==> src/rtl/adder_operand_sequencer.sv <==
// Purpose: collects two chunked operands, drives the combinational adder, captures the sum.
// Latency: result_valid rises SETTLE_CYCLES cycles after the last B chunk is accepted.
// Backpressure: in_ready only in load states; the result is held until result_ready.
module adder_operand_sequencer #(
    parameter int WIDTH         = 14,
    parameter int CHUNK         = 8,
    parameter int SETTLE_CYCLES = 2
) (
    input  logic             clk,
    input  logic             rst,
    input  logic [CHUNK-1:0] in_data,
    input  logic             in_valid,
    output logic             in_ready,
    output logic [WIDTH-1:0] adder_a,
    output logic [WIDTH-1:0] adder_b,
    input  logic [WIDTH:0]   adder_sum,
    output logic [WIDTH:0]   result,
    output logic             result_valid,
    input  logic             result_ready
);

    localparam int NCH = (WIDTH + CHUNK - 1) / CHUNK;
    localparam int CW  = (NCH > 1) ? $clog2(NCH) : 1;
    localparam int SW  = (SETTLE_CYCLES > 1) ? $clog2(SETTLE_CYCLES) : 1;

    localparam logic [1:0] LOAD_A = 2'd0;
    localparam logic [1:0] LOAD_B = 2'd1;
    localparam logic [1:0] SETTLE = 2'd2;
    localparam logic [1:0] RESULT = 2'd3;

    logic [1:0]    state;
    logic [CW-1:0] chunk_cnt;
    logic [SW-1:0] settle_cnt;
    logic          xfer;
    logic          last_chunk;
    logic          settle_done;

    assign in_ready    = (state == LOAD_A) || (state == LOAD_B);
    assign xfer        = in_valid && in_ready;
    assign last_chunk  = (chunk_cnt == CW'(NCH - 1));
    assign settle_done = (settle_cnt == SW'(SETTLE_CYCLES - 1));

    // Sequencing: chunk counting during loads, settle timing, result handshake.
    always_ff @(posedge clk or posedge rst) begin
        if (rst) begin
            state      <= LOAD_A;
            chunk_cnt  <= '0;
            settle_cnt <= '0;
        end else begin
            case (state)
                LOAD_A, LOAD_B: begin
                    if (xfer) begin
                        if (last_chunk) begin
                            chunk_cnt <= '0;
                            state     <= (state == LOAD_A) ? LOAD_B : SETTLE;
                        end else begin
                            chunk_cnt <= chunk_cnt + 1'b1;
                        end
                    end
                end
                SETTLE: begin
                    if (settle_done) begin
                        settle_cnt <= '0;
                        state      <= RESULT;
                    end else begin
                        settle_cnt <= settle_cnt + 1'b1;
                    end
                end
                default: begin
                    if (result_valid && result_ready) begin
                        state <= LOAD_A;
                    end
                end
            endcase
        end
    end

    // Operand registers: each accepted chunk overwrites its slice; bits past WIDTH are dropped.
    always_ff @(posedge clk or posedge rst) begin
        if (rst) begin
            adder_a <= '0;
            adder_b <= '0;
        end else if (xfer) begin
            for (int i = 0; i < WIDTH; i++) begin
                if (chunk_cnt == CW'(i / CHUNK)) begin
                    if (state == LOAD_A) begin
                        adder_a[i] <= in_data[i % CHUNK];
                    end else begin
                        adder_b[i] <= in_data[i % CHUNK];
                    end
                end
            end
        end
    end

    // Result capture at the end of the settle window; valid drops on handshake, data stays.
    always_ff @(posedge clk or posedge rst) begin
        if (rst) begin
            result       <= '0;
            result_valid <= 1'b0;
        end else if (state == SETTLE && settle_done) begin
            result       <= adder_sum;
            result_valid <= 1'b1;
        end else if (state == RESULT && result_valid && result_ready) begin
            result_valid <= 1'b0;
        end
    end

endmodule
==> config.mk <==
export PLATFORM = sky130hd
export DESIGN_NAME = adder_operand_sequencer
export DESIGN_NICKNAME = d
export VERILOG_FILES = /design/src/rtl/adder_operand_sequencer.sv
export SDC_FILE = /design/constraint.sdc
export NUM_CORES = 1
export LEC_CHECK = 0
export BUFFER_PORTS_ARGS = -buffer_cell sky130_fd_sc_hd__buf_2
export CORE_UTILIZATION = 54
export CTS_BUF_LIST = sky130_fd_sc_hd__clkbuf_4 sky130_fd_sc_hd__clkbuf_8
export CTS_CLUSTER_DIAMETER = 80
export DETAILED_ROUTE_END_ITERATION = 8
export PLACE_DENSITY = 0.95
export REMOVE_ABC_BUFFERS = 1
export SLEW_MARGIN = 20
export SYNTH_ARGS = -nofsm -noshare
export SYNTH_HDL_FRONTEND = slang
export SYNTH_SLANG_ARGS = --single-unit
==> constraint.sdc <==
create_clock -name clk -period 3.9 [get_ports clk]
set_input_delay 0 -clock clk [delete_from_list [all_inputs] [get_ports clk]]
set_output_delay 0 -clock clk [all_outputs]
set_load 0.005 [all_outputs]
==> results of run 1 <==
cells by family (layout without fill, tap and decap cells):
group / count (synthesis) / in the layout / synth area share, %
AOI/OAI and AO/OA: 4 / 4 / 2.60
xor gates and xnor gates: 2 / 2 / 0.909
adders and majority gates: 4 / 4 / 2.60
buffers and inverters: 7 / 109 / 1.88
DFF: 48 / 48 / 62.3
muxes: 44 / 44 / 25.7
and+or+nand+nor: 13 / 13 / 3.96
cells in the final DEF, fill, tap and decap left out, types with 2 or more instances in the layout:
| cell | n |
|---|---|
| buf_2 | 71 |
| dfrtp_1 | 48 |
| ha_1 | 4 |
| mux2_1 | 5 |
| mux2_2 | 39 |
| clkbuf_4 | 6 |
| a2111oi_2 | 2 |
| inv_1 | 3 |
| nand2_1 | 6 |
| dlygate4sd3_1 | 26 |
layout make-up:
| type | count | share of cell area (%) |
|---|---|---|
| clock buffers | 7 | 2.22 |
| flip-flops and latches | 48 | 45.4 |
| inverters | 4 | 0.568 |
| repair buffers | 97 | 23.3 |
| well taps | 46 | 2.18 |
| clock inverters | 1 | 0.284 |
| multi-input cells | 67 | 26.1 |
sequential cells by signal, summed over array words and instances (netlist names):
register,count
result,15
adder_a,14
adder_b,14
state,2
chunk_cnt,1
result_valid,1
settle_cnt,1
routing by layer:
layer,wire [um],part of all wire [%],track usage [%]
met1,1610,39,28.3
met2,2300,55,44.1
met3,148,3.6,4.97
met4,85,2.1,9.52
met5,0,0,0
how the worst max path moves through the flow:
stage / from / to / slack (ps) / cells past startpoint
floorplan: state[0] / state[1] / 2170 / 5
global placement: state[0] / state[1] / 2090 / 5
detailed placement: state[1] / state[1] / 2040 / 5
CTS: state[1] / state[1] / 2020 / 5
global route: state[1] / state[1] / 1910 / 5
finish: state[0] / state[1] / 2010 / 5
critical path, delay by kind of cell, from the launching register on:
kind / cells / cell delay [ps]
compound gates: 2 / 620
fa+ha+maj: 1 / 310
buf+inv: 1 / 80
flops: 1 / 420
mux: 1 / 360
power by group through the flow:
stage	Clock (mW)	Combinational [mW]	Sequential, mW
6_report	0.242	0.829	0.899
3_3_place_gp	0	0.769	0.886
3_5_place_dp	0	0.801	0.905
4_1_cts	0.247	0.824	0.892
5_1_grt	0.265	0.913	0.930
2_1_floorplan	0	0.442	0.915
stage by stage:
stage | utilization (%) | std cells | area, um2 | power, mW
2_1_floorplan | - | 119 | 1910 | 1.36
3_3_place_gp | 68.4 | 236 | 2320 | 1.65
3_5_place_dp | 68.4 | 236 | 2320 | 1.71
4_1_cts | 78.0 | 270 | 2650 | 1.96
5_1_grt | 78.0 | 270 | 2650 | 2.11
6_report | 78.0 | 270 | 2650 | 1.97
==> impl_metrics.py, run 1 <==
metrics = {
    "global_route": {
        "first_global_vias": 1342,
        "grt_overflow_total": 0,
        "track_usage_pct": 24.3,
        "grt_max_degree": 49,
        "antenna_found_initial": 0,
        "grt_first_pass_wirelength_um": 6340,
    },
    "pwr": {
        "p_sw_share_pct": 32.5,
        "p_leak_nw": 1.29,
        "p_per_area_nw_per_um2": 745,
        "p_int_mw": 1.33,
        "ir_drop_mv": 0.521,
        "p_switching_mw": 0.641,
        "clkPwrFrac_pct": 12.3,
        "combPwrFrac_pct": 42.1,
        "pwr-share-seq_pct": 45.6,
    },
    "floorplan": {
        "chipHeight_um": 61.7,
        "io_pins": 72,
        "dieArea_um2": 3810,
        "rows": 21,
        "core_um2": 3390,
        "die_w_um": 61.7,
        "start_util_pct": 56.8,
    },
    "routing": {
        "wire_per_inst_um": 15.3,
        "drtPass1Iterations": 4,
        "route.antenna.remaining_nets": 0,
        "routed_wl_um": 4140,
        "drtIter0Drc": 32,
        "viasPerCell": 5.00,
        "vias": 1349,
        "drc": 0,
    },
    "clock_network": {
        "ctsHoldBuffers": 26,
        "cts_made_buffers": 5,
        "cts_root_buf": "clkbuf_4",
        "cts.clk_slew.worst_paths_ps": 130,
        "cts_tree": "built",
        "clk_path_buf_depth": 2,
        "insertion_delay_ps": 350,
        "postCtsSetupRepairBufs": 0,
        "clock-sinks": 48,
        "cts_repair_resize_count": 0,
        "cts_max_level": 2,
    },
    "synth": {
        "yosys-top-cells-area": "dfrtp_1, mux2_2, mux2_1",
        "synth_warnings": 0,
        "synth_top_area_share_pct": 62.3,
        "synth_most_common_cell": "dfrtp_1",
        "synthArstFlopShare_pct": 100,
        "synth_top_cell_by_area": "dfrtp_1",
        "yosysUniqueCellTypes": 20,
        "synthCells": 122,
        "ys.flop_type": "dfrtp_1",
        "ys_ff_latch": 48,
        "yosys-top-cells-count": "dfrtp_1, mux2_2, nand2_1, mux2_1",
        "synth-edff-count": 0,
        "synth.yosys.seq_area_share_pct": 62.3,
        "syn_area_um2": 1930,
        "syn_area_per_cell_um2": 15.8,
    },
    "setup_path": {
        "cp_max_fo": 8,
        "timing.critical_path.cells": "inv_1, ha_1, o21ba_1, a2111oi_2, mux2_1",
        "r2r_end": "state[1]",
        "cp.arrival_ps": 2130,
        "reg2reg_setup_slack_ps": 2010,
        "worst_setup_path_end_kind": "flip-flop",
        "crit-reg2reg-launch": "state[0]",
        "required_ps": 4140,
        "critPathSlowestCell": "dfrtp_1",
        "cp-start-kind": "flip-flop",
        "max_stage_delay_ps": 420,
        "ff2ff_path_depth": 5,
        "critPathKind": "flip-flop to flip-flop",
    },
    "layout": {
        "ff_latch_area_um2": 1200,
        "nFillCells": 198,
        "antennaDiodeCount": 0,
        "design.final.nets": 254,
        "drive_gt1_share_pct": 54.9,
        "syn_to_final_growth_pct": 37.3,
        "multi_input_area_um2": 689,
    },
    "timing": {
        "max_freq_ghz": 0.528,
        "slew_headroom_pct": 36.4,
        "fin_worst_skew_ps": 9.49,
        "finalSetupTns_ps": 0,
        "setup_viol": 0,
        "slew_viol_final": 0,
        "tightest_slew_ps": 953,
        "holdWs_ps": 419,
        "rsz0062_at_grt": "no",
        "setup_ws_ps": 2010,
        "hold_violations": 0,
        "final.period_utilization_pct": 48.5,
        "fin_crit_ps": 1890,
    },
    "placement": {
        "portBuffers": 71,
        "dp_slack_ps": 2040,
        "dp_hpwl_um": 2560,
        "gp_congestion": 0.684,
    },
    "hold_path": {
        "hold_class": "primary input to async pin",
    },
    "job": {
        "maxCapViolCount": 0,
    },
    "status": {
        "status": "finished clean",
    },
}
(Power assumes the default switching activity.)
==> run 2: changes to the inputs <==
--- a/config.mk
+++ b/config.mk
@@ -6,11 +6,11 @@
 export NUM_CORES = 1
 export LEC_CHECK = 0
 export BUFFER_PORTS_ARGS = -buffer_cell sky130_fd_sc_hd__buf_2
-export CORE_UTILIZATION = 54
+export CORE_UTILIZATION = 50
 export CTS_BUF_LIST = sky130_fd_sc_hd__clkbuf_4 sky130_fd_sc_hd__clkbuf_8
 export CTS_CLUSTER_DIAMETER = 80
 export DETAILED_ROUTE_END_ITERATION = 8
-export PLACE_DENSITY = 0.95
+export PLACE_DENSITY = 0.91
 export REMOVE_ABC_BUFFERS = 1
 export SLEW_MARGIN = 20
 export SYNTH_ARGS = -nofsm -noshare
==> constraint.sdc (replaced) <==
create_clock -name clk -period 1.8 [get_ports clk]
set_input_delay 0 -clock clk [delete_from_list [all_inputs] [get_ports clk]]
set_output_delay 0 -clock clk [all_outputs]
set_load 0.005 [all_outputs]
==> run 2 against run 1 <==
Clock power grew to 3.1 times the previous value. Final cell count grew 4.4%. Die area grew 7.7%. Combinational power grew 140%. Critical endpoint unchanged.
==> impl_metrics.py, run 2 (synthesis gave the netlist of run 1 again) <==
metrics = {
    "status": {
        "status": "finished clean",
    },
    "pwr": {
        "p_int_mw": 3.25,
        "p_per_area_nw_per_um2": 1660,
        "ir_drop_mv": 0.849,
        "p_switching_mw": 1.45,
        "clkPwrFrac_pct": 15.9,
        "p_leak_nw": 1.37,
        "pwr-share-seq_pct": 41.3,
        "p_sw_share_pct": 30.8,
        "power_mw": 4.70,
        "combPwrFrac_pct": 42.8,
    },
    "floorplan": {
        "start_util_pct": 52.2,
        "rows": 22,
        "core_um2": 3690,
        "chipHeight_um": 64.1,
        "dieArea_um2": 4110,
        "io_pins": 72,
        "die_w_um": 64.1,
    },
    "layout": {
        "drive_gt1_share_pct": 58.5,
        "fin_area_um2": 2830,
        "layout_commonest_cell": "buf_2",
        "nFillCells": 227,
        "post-route-util_pct": 76.6,
        "largest_register": "result",
        "antennaDiodeCount": 0,
        "syn_to_final_growth_pct": 46.7,
        "final_cell_mix": "buf_2, dfrtp_1, mux2_2",
        "largest_register_ffs": 15,
        "design.final.nets": 264,
        "top_regs": "result x15, adder_a x14, adder_b x14",
    },
    "timing": {
        "hold_violations": 0,
        "slew_headroom_pct": 65.6,
        "setup_viol": 0,
        "setup_ws_ps": 88.1,
        "holdWs_ps": 16.1,
        "fin_crit_ps": 1710,
        "rsz0062_at_grt": "no",
        "tightest_slew_ps": 516,
        "max_freq_ghz": 0.584,
        "fin_worst_skew_ps": 5.47,
        "slew_viol_final": 0,
        "final.period_utilization_pct": 95.1,
    },
    "routing": {
        "drc": 0,
        "routed_wl_um": 4100,
        "vias": 1386,
        "viasPerCell": 4.91,
        "wire_per_inst_um": 14.5,
        "drtPass1Iterations": 4,
        "drtIter0Drc": 45,
        "route.antenna.remaining_nets": 0,
    },
    "job": {
        "maxCapViolCount": 0,
    },
    "placement": {
        "portBuffers": 71,
        "dp_hpwl_um": 2730,
        "dp_slack_ps": -13.6,
        "gp_congestion": 0.758,
        "placedInstanceArea_um2": 2420,
    },
    "global_route": {
        "grt_first_pass_wirelength_um": 7050,
        "track_usage_pct": 22.6,
        "first_global_vias": 1530,
        "grt_overflow_total": 0,
        "grt_max_degree": 26,
        "antenna_found_initial": 0,
    },
    "clock_network": {
        "clock-sinks": 48,
        "clk_path_buf_depth": 2,
        "cts_max_level": 2,
        "cts_tree": "built",
        "insertion_delay_ps": 290,
        "cts.clk_slew.worst_paths_ps": 80,
        "cts_root_buf": "clkbuf_8",
        "cts_made_buffers": 5,
    },
    "setup_path": {
        "required_ps": 1970,
        "critPathKind": "flip-flop to flip-flop",
        "cp-start-kind": "flip-flop",
        "worst_setup_path_end_kind": "flip-flop",
        "cp.arrival_ps": 1880,
        "cp_max_fo": 4,
    },
    "hold_path": {
        "hold_class": "primary input to flip-flop",
    },
}
## run 2: cell count changes in the layout (fill, tap and decap cells not counted), sizes merged
cell         before  now
bufinv            0    1
clkinv            0    1
buf              71   82
clkbuf            7    5
dlygate4sd3      26   25
## run 2: final timing paths
path | slack (ps) | depth (start not counted) | from | to
max | 90 | 5 | state[0] | state[1]
min | 20 | 3 | in_valid | chunk_cnt
max reg2reg | 90 | 5 | state[0] | state[1]
min reg2reg | 490 | 1 | adder_b[4] | adder_b[4]
max in group asynchronous | 920 | 4 | rst | result_valid
min in group asynchronous | 310 | 3 | rst | result[10]
## run 2: power groups by stage
stage	Sequential, mW	Combinational (mW)	Clock [mW]
floorplan	1.98	0.958	0
global placement	1.93	1.78	0
detailed placement	1.95	1.86	0
CTS	1.93	1.94	0.779
global route	2.01	2.20	0.822
finish	1.94	2.01	0.750
## run 2: area by class of cell
class / count / area (um2) / area share [%]
clock buffer: 5 / 68.8 / 2.43
multi-input combinational: 67 / 722 / 25.5
tap: 48 / 60.1 / 2.12
clock inverter: 3 / 42.5 / 1.51
inverter: 4 / 15.0 / 0.531
timing repair buffer: 107 / 717 / 25.4
sequential: 48 / 1200 / 42.5
## run 2: worst max-delay path, cell delays in order, from the launching register on
cell	delay (ps)
dfrtp_1	380
inv_1	80
ha_2	220
o21ba_1	230
a2111oi_4	320
mux2_1	360
## run 2: what timing repair did
action,in CTS,in global routing
hold endpoints to repair,67,0
resized for setup,1,5
pin swaps,0,0
hold buffers,25,0
cloned,0,0
endpoints found under the setup margin,1,29
buffers inserted,0,1
## run 2: layer usage
layer	track usage, %	vias to the layer above	wire length (um)
met3	5.71	5	297
met2	39.0	67	2010
met4	8.24	0	39
met5	0	-	0
li1	-	650	-
met1	27.3	664	1760
## run 2: per-stage QoR
step / instances / setup TNS [ps]
global route: 282 / 0
floorplan: 119 / 0
CTS: 281 / 0
global placement: 248 / 0
detailed placement: 248 / -13.6
finish: 282 / 0
==> run 3: changes to the inputs <==
--- a/config.mk
+++ b/config.mk
@@ -11,7 +11,6 @@
 export CTS_CLUSTER_DIAMETER = 80
 export DETAILED_ROUTE_END_ITERATION = 8
 export PLACE_DENSITY = 0.91
-export REMOVE_ABC_BUFFERS = 1
 export SLEW_MARGIN = 20
 export SYNTH_ARGS = -nofsm -noshare
 export SYNTH_HDL_FRONTEND = slang
==> run 3 against run 2 <==
Clock power rose by 2%. Clock skew grew 0.81 ps. Critical path depth unchanged. Count of clock-buffer cells in the layout did not move. Worst hold slack gained 400 ps. Global-route usage rose by 1.0 points. Flip-flop and latch count unchanged. Final cell count decreased by 0.71%. Core utilization shrank 0.44 points. Register-to-register slack worse by 20 ps. Sequential share of layout area rose by 0.25 points. Largest power group unchanged. Highest routed layer unchanged.
==> impl_metrics.py, run 3 (synthesis gave the netlist of run 1 again) <==
metrics = {
    "setup_path": {
        "timing.critical_path.cells": "inv_1, ha_2, o21ba_1, a2111oi_4, mux2_1",
        "cp.arrival_ps": 1920,
        "required_ps": 1990,
        "cp-start-kind": "flip-flop",
        "critPathSlowestCell": "dfrtp_1",
        "max_stage_delay_ps": 410,
        "reg2reg_setup_slack_ps": 70,
        "crit_cells": 5,
        "critPathKind": "flip-flop to flip-flop",
        "worstSetupEndpoint": "state[1]",
        "cp_max_fo": 4,
        "path_buf_inv": 1,
        "cp_top_family": "compound AO/OA/AOI/OAI gates",
        "worst_setup_path_end_kind": "flip-flop",
        "startpoint": "state[0]",
        "ff2ff_path_depth": 5,
        "crit-reg2reg-launch": "state[0]",
        "r2r_end": "state[1]",
    },
    "timing": {
        "final.period_utilization_pct": 96.1,
        "holdWs_ps": 416,
        "tightest_slew_ps": 596,
        "fin_crit_ps": 1730,
        "fin_worst_skew_ps": 6.29,
        "slew_headroom_pct": 60.3,
        "hold_violations": 0,
        "setup_viol": 0,
        "max_freq_ghz": 0.578,
        "slew_viol_final": 0,
        "setup_ws_ps": 69.8,
    },
    "layout": {
        "final_cell_mix": "buf_2, dfrtp_1, mux2_2",
        "largest_register": "result",
        "top_regs": "result x15, adder_a x14, adder_b x14",
        "syn_to_final_growth_pct": 45.8,
        "design.final.nets": 262,
        "antennaDiodeCount": 0,
        "drive_gt1_share_pct": 57.8,
        "nFillCells": 247,
        "stdcell_count": 280,
        "layout_commonest_cell": "buf_2",
        "largest_register_ffs": 15,
    },
    "pwr": {
        "p_per_area_nw_per_um2": 1670,
        "p_leak_nw": 1.36,
        "pwr-share-seq_pct": 41.6,
        "p_switching_mw": 1.47,
        "p_int_mw": 3.23,
        "combPwrFrac_pct": 42.2,
        "clkPwrFrac_pct": 16.2,
        "power_mw": 4.71,
        "p_sw_share_pct": 31.3,
        "ir_drop_mv": 1.20,
    },
    "routing": {
        "routed_wl_um": 4310,
        "drtIter0Drc": 48,
        "routed-wl-met3_um": 360,
        "drc": 0,
        "drtPass1Iterations": 4,
        "wl_met1_um": 1750,
        "wire_per_inst_um": 15.4,
        "wl_met2_um": 2150,
        "vias": 1414,
        "route.antenna.remaining_nets": 0,
        "viasPerCell": 5.05,
        "top_layer": "met4",
    },
    "global_route": {
        "first_global_vias": 1508,
        "grt_max_degree": 49,
        "antenna_found_initial": 0,
        "grt_overflow_total": 0,
        "grt_first_pass_wirelength_um": 7140,
        "track_usage_pct": 23.6,
    },
    "placement": {
        "dp_cells": 243,
        "portBuffers": 71,
        "dp_hpwl_um": 2610,
        "gp_congestion": 0.719,
        "dp_slack_ps": -8.26,
    },
    "floorplan": {
        "dieArea_um2": 4110,
        "rows": 22,
        "core_um2": 3690,
        "start_util_pct": 52.2,
        "chipHeight_um": 64.1,
        "die_w_um": 64.1,
        "io_pins": 72,
    },
    "clock_network": {
        "cts_root_buf": "clkbuf_8",
        "clk_path_buf_depth": 2,
        "cts_made_buffers": 5,
        "cts_max_level": 2,
        "cts.clk_slew.worst_paths_ps": 90,
        "clock-sinks": 48,
        "insertion_delay_ps": 300,
        "cts_tree": "built",
    },
    "hold_path": {
        "hold_class": "primary input to async pin",
    },
    "status": {
        "status": "finished clean",
    },
    "synth": {
        "syn_nets": 153,
    },
    "job": {
        "maxCapViolCount": 0,
    },
}
run 3: cell count changes in the layout (fill, tap and decap cells not counted), sizes merged:
cell         before  now
buf              82   79
dlygate4sd3      25   26
run 3: stage by stage:
stage | area (um2) | utilization (%) | setup TNS, ps
after floorplan | 1930 | - | 0
final | 2810 | 76.2 | 0
after global placement | 2380 | 64.6 | 0
after global routing | 2810 | 76.2 | -4.87
after detailed placement | 2380 | 64.6 | -14.3
after CTS | 2760 | 74.9 | 0
run 3: layout make-up:
type / count / area (um2) / area share (%)
Sequential cell: 48 / 1200 / 42.7
Multi-Input combinational cell: 67 / 722 / 25.7
Timing Repair Buffer: 105 / 701 / 24.9
Clock buffer: 5 / 68.8 / 2.45
Tap cell: 48 / 60.1 / 2.14
Clock inverter: 3 / 42.5 / 1.51
Inverter: 4 / 15.0 / 0.534
run 3: worst min-delay path by stage:
stage            startpoint    endpoint  slack, ps  cells past startpoint
2_1_floorplan    in_data[0]  adder_b[0]        130                      1
3_3_place_gp            rst   result[0]        180                      3
5_1_grt        adder_sum[3]   result[3]        470                      3
6_report                rst   result[7]        420                      4
3_5_place_dp            rst   result[0]        180                      3
4_1_cts                 rst  adder_a[3]        400                      4
run 3: routing by layer:
metal,track usage [%],up-vias
met2,40.4,65
met5,0,-
met3,10.0,5
met1,26.8,700
met4,6.82,0
li1,-,644
run 3: repair_timing:
action                     4_1_cts  5_1_grt
resized for setup                0        5
hold buffers                    26        0
buffers inserted                 1        2
setup endpoints to repair        1        1
pin swaps                        0        0
hold endpoints to repair        93        0
run 3: tightest hold or removal path: cells and delay by family:
family                 cells  cell delay, ps
buffers and inverters      4            1190
run 3: power groups by stage:
stage	sequential (mW)	clock [mW]	combinational, mW
finish	1.96	0.763	1.98
global route	2.03	0.833	2.18
CTS	1.95	0.784	1.86
detailed placement	1.96	0	1.80
global placement	1.93	0	1.73
floorplan	1.96	0	1.01
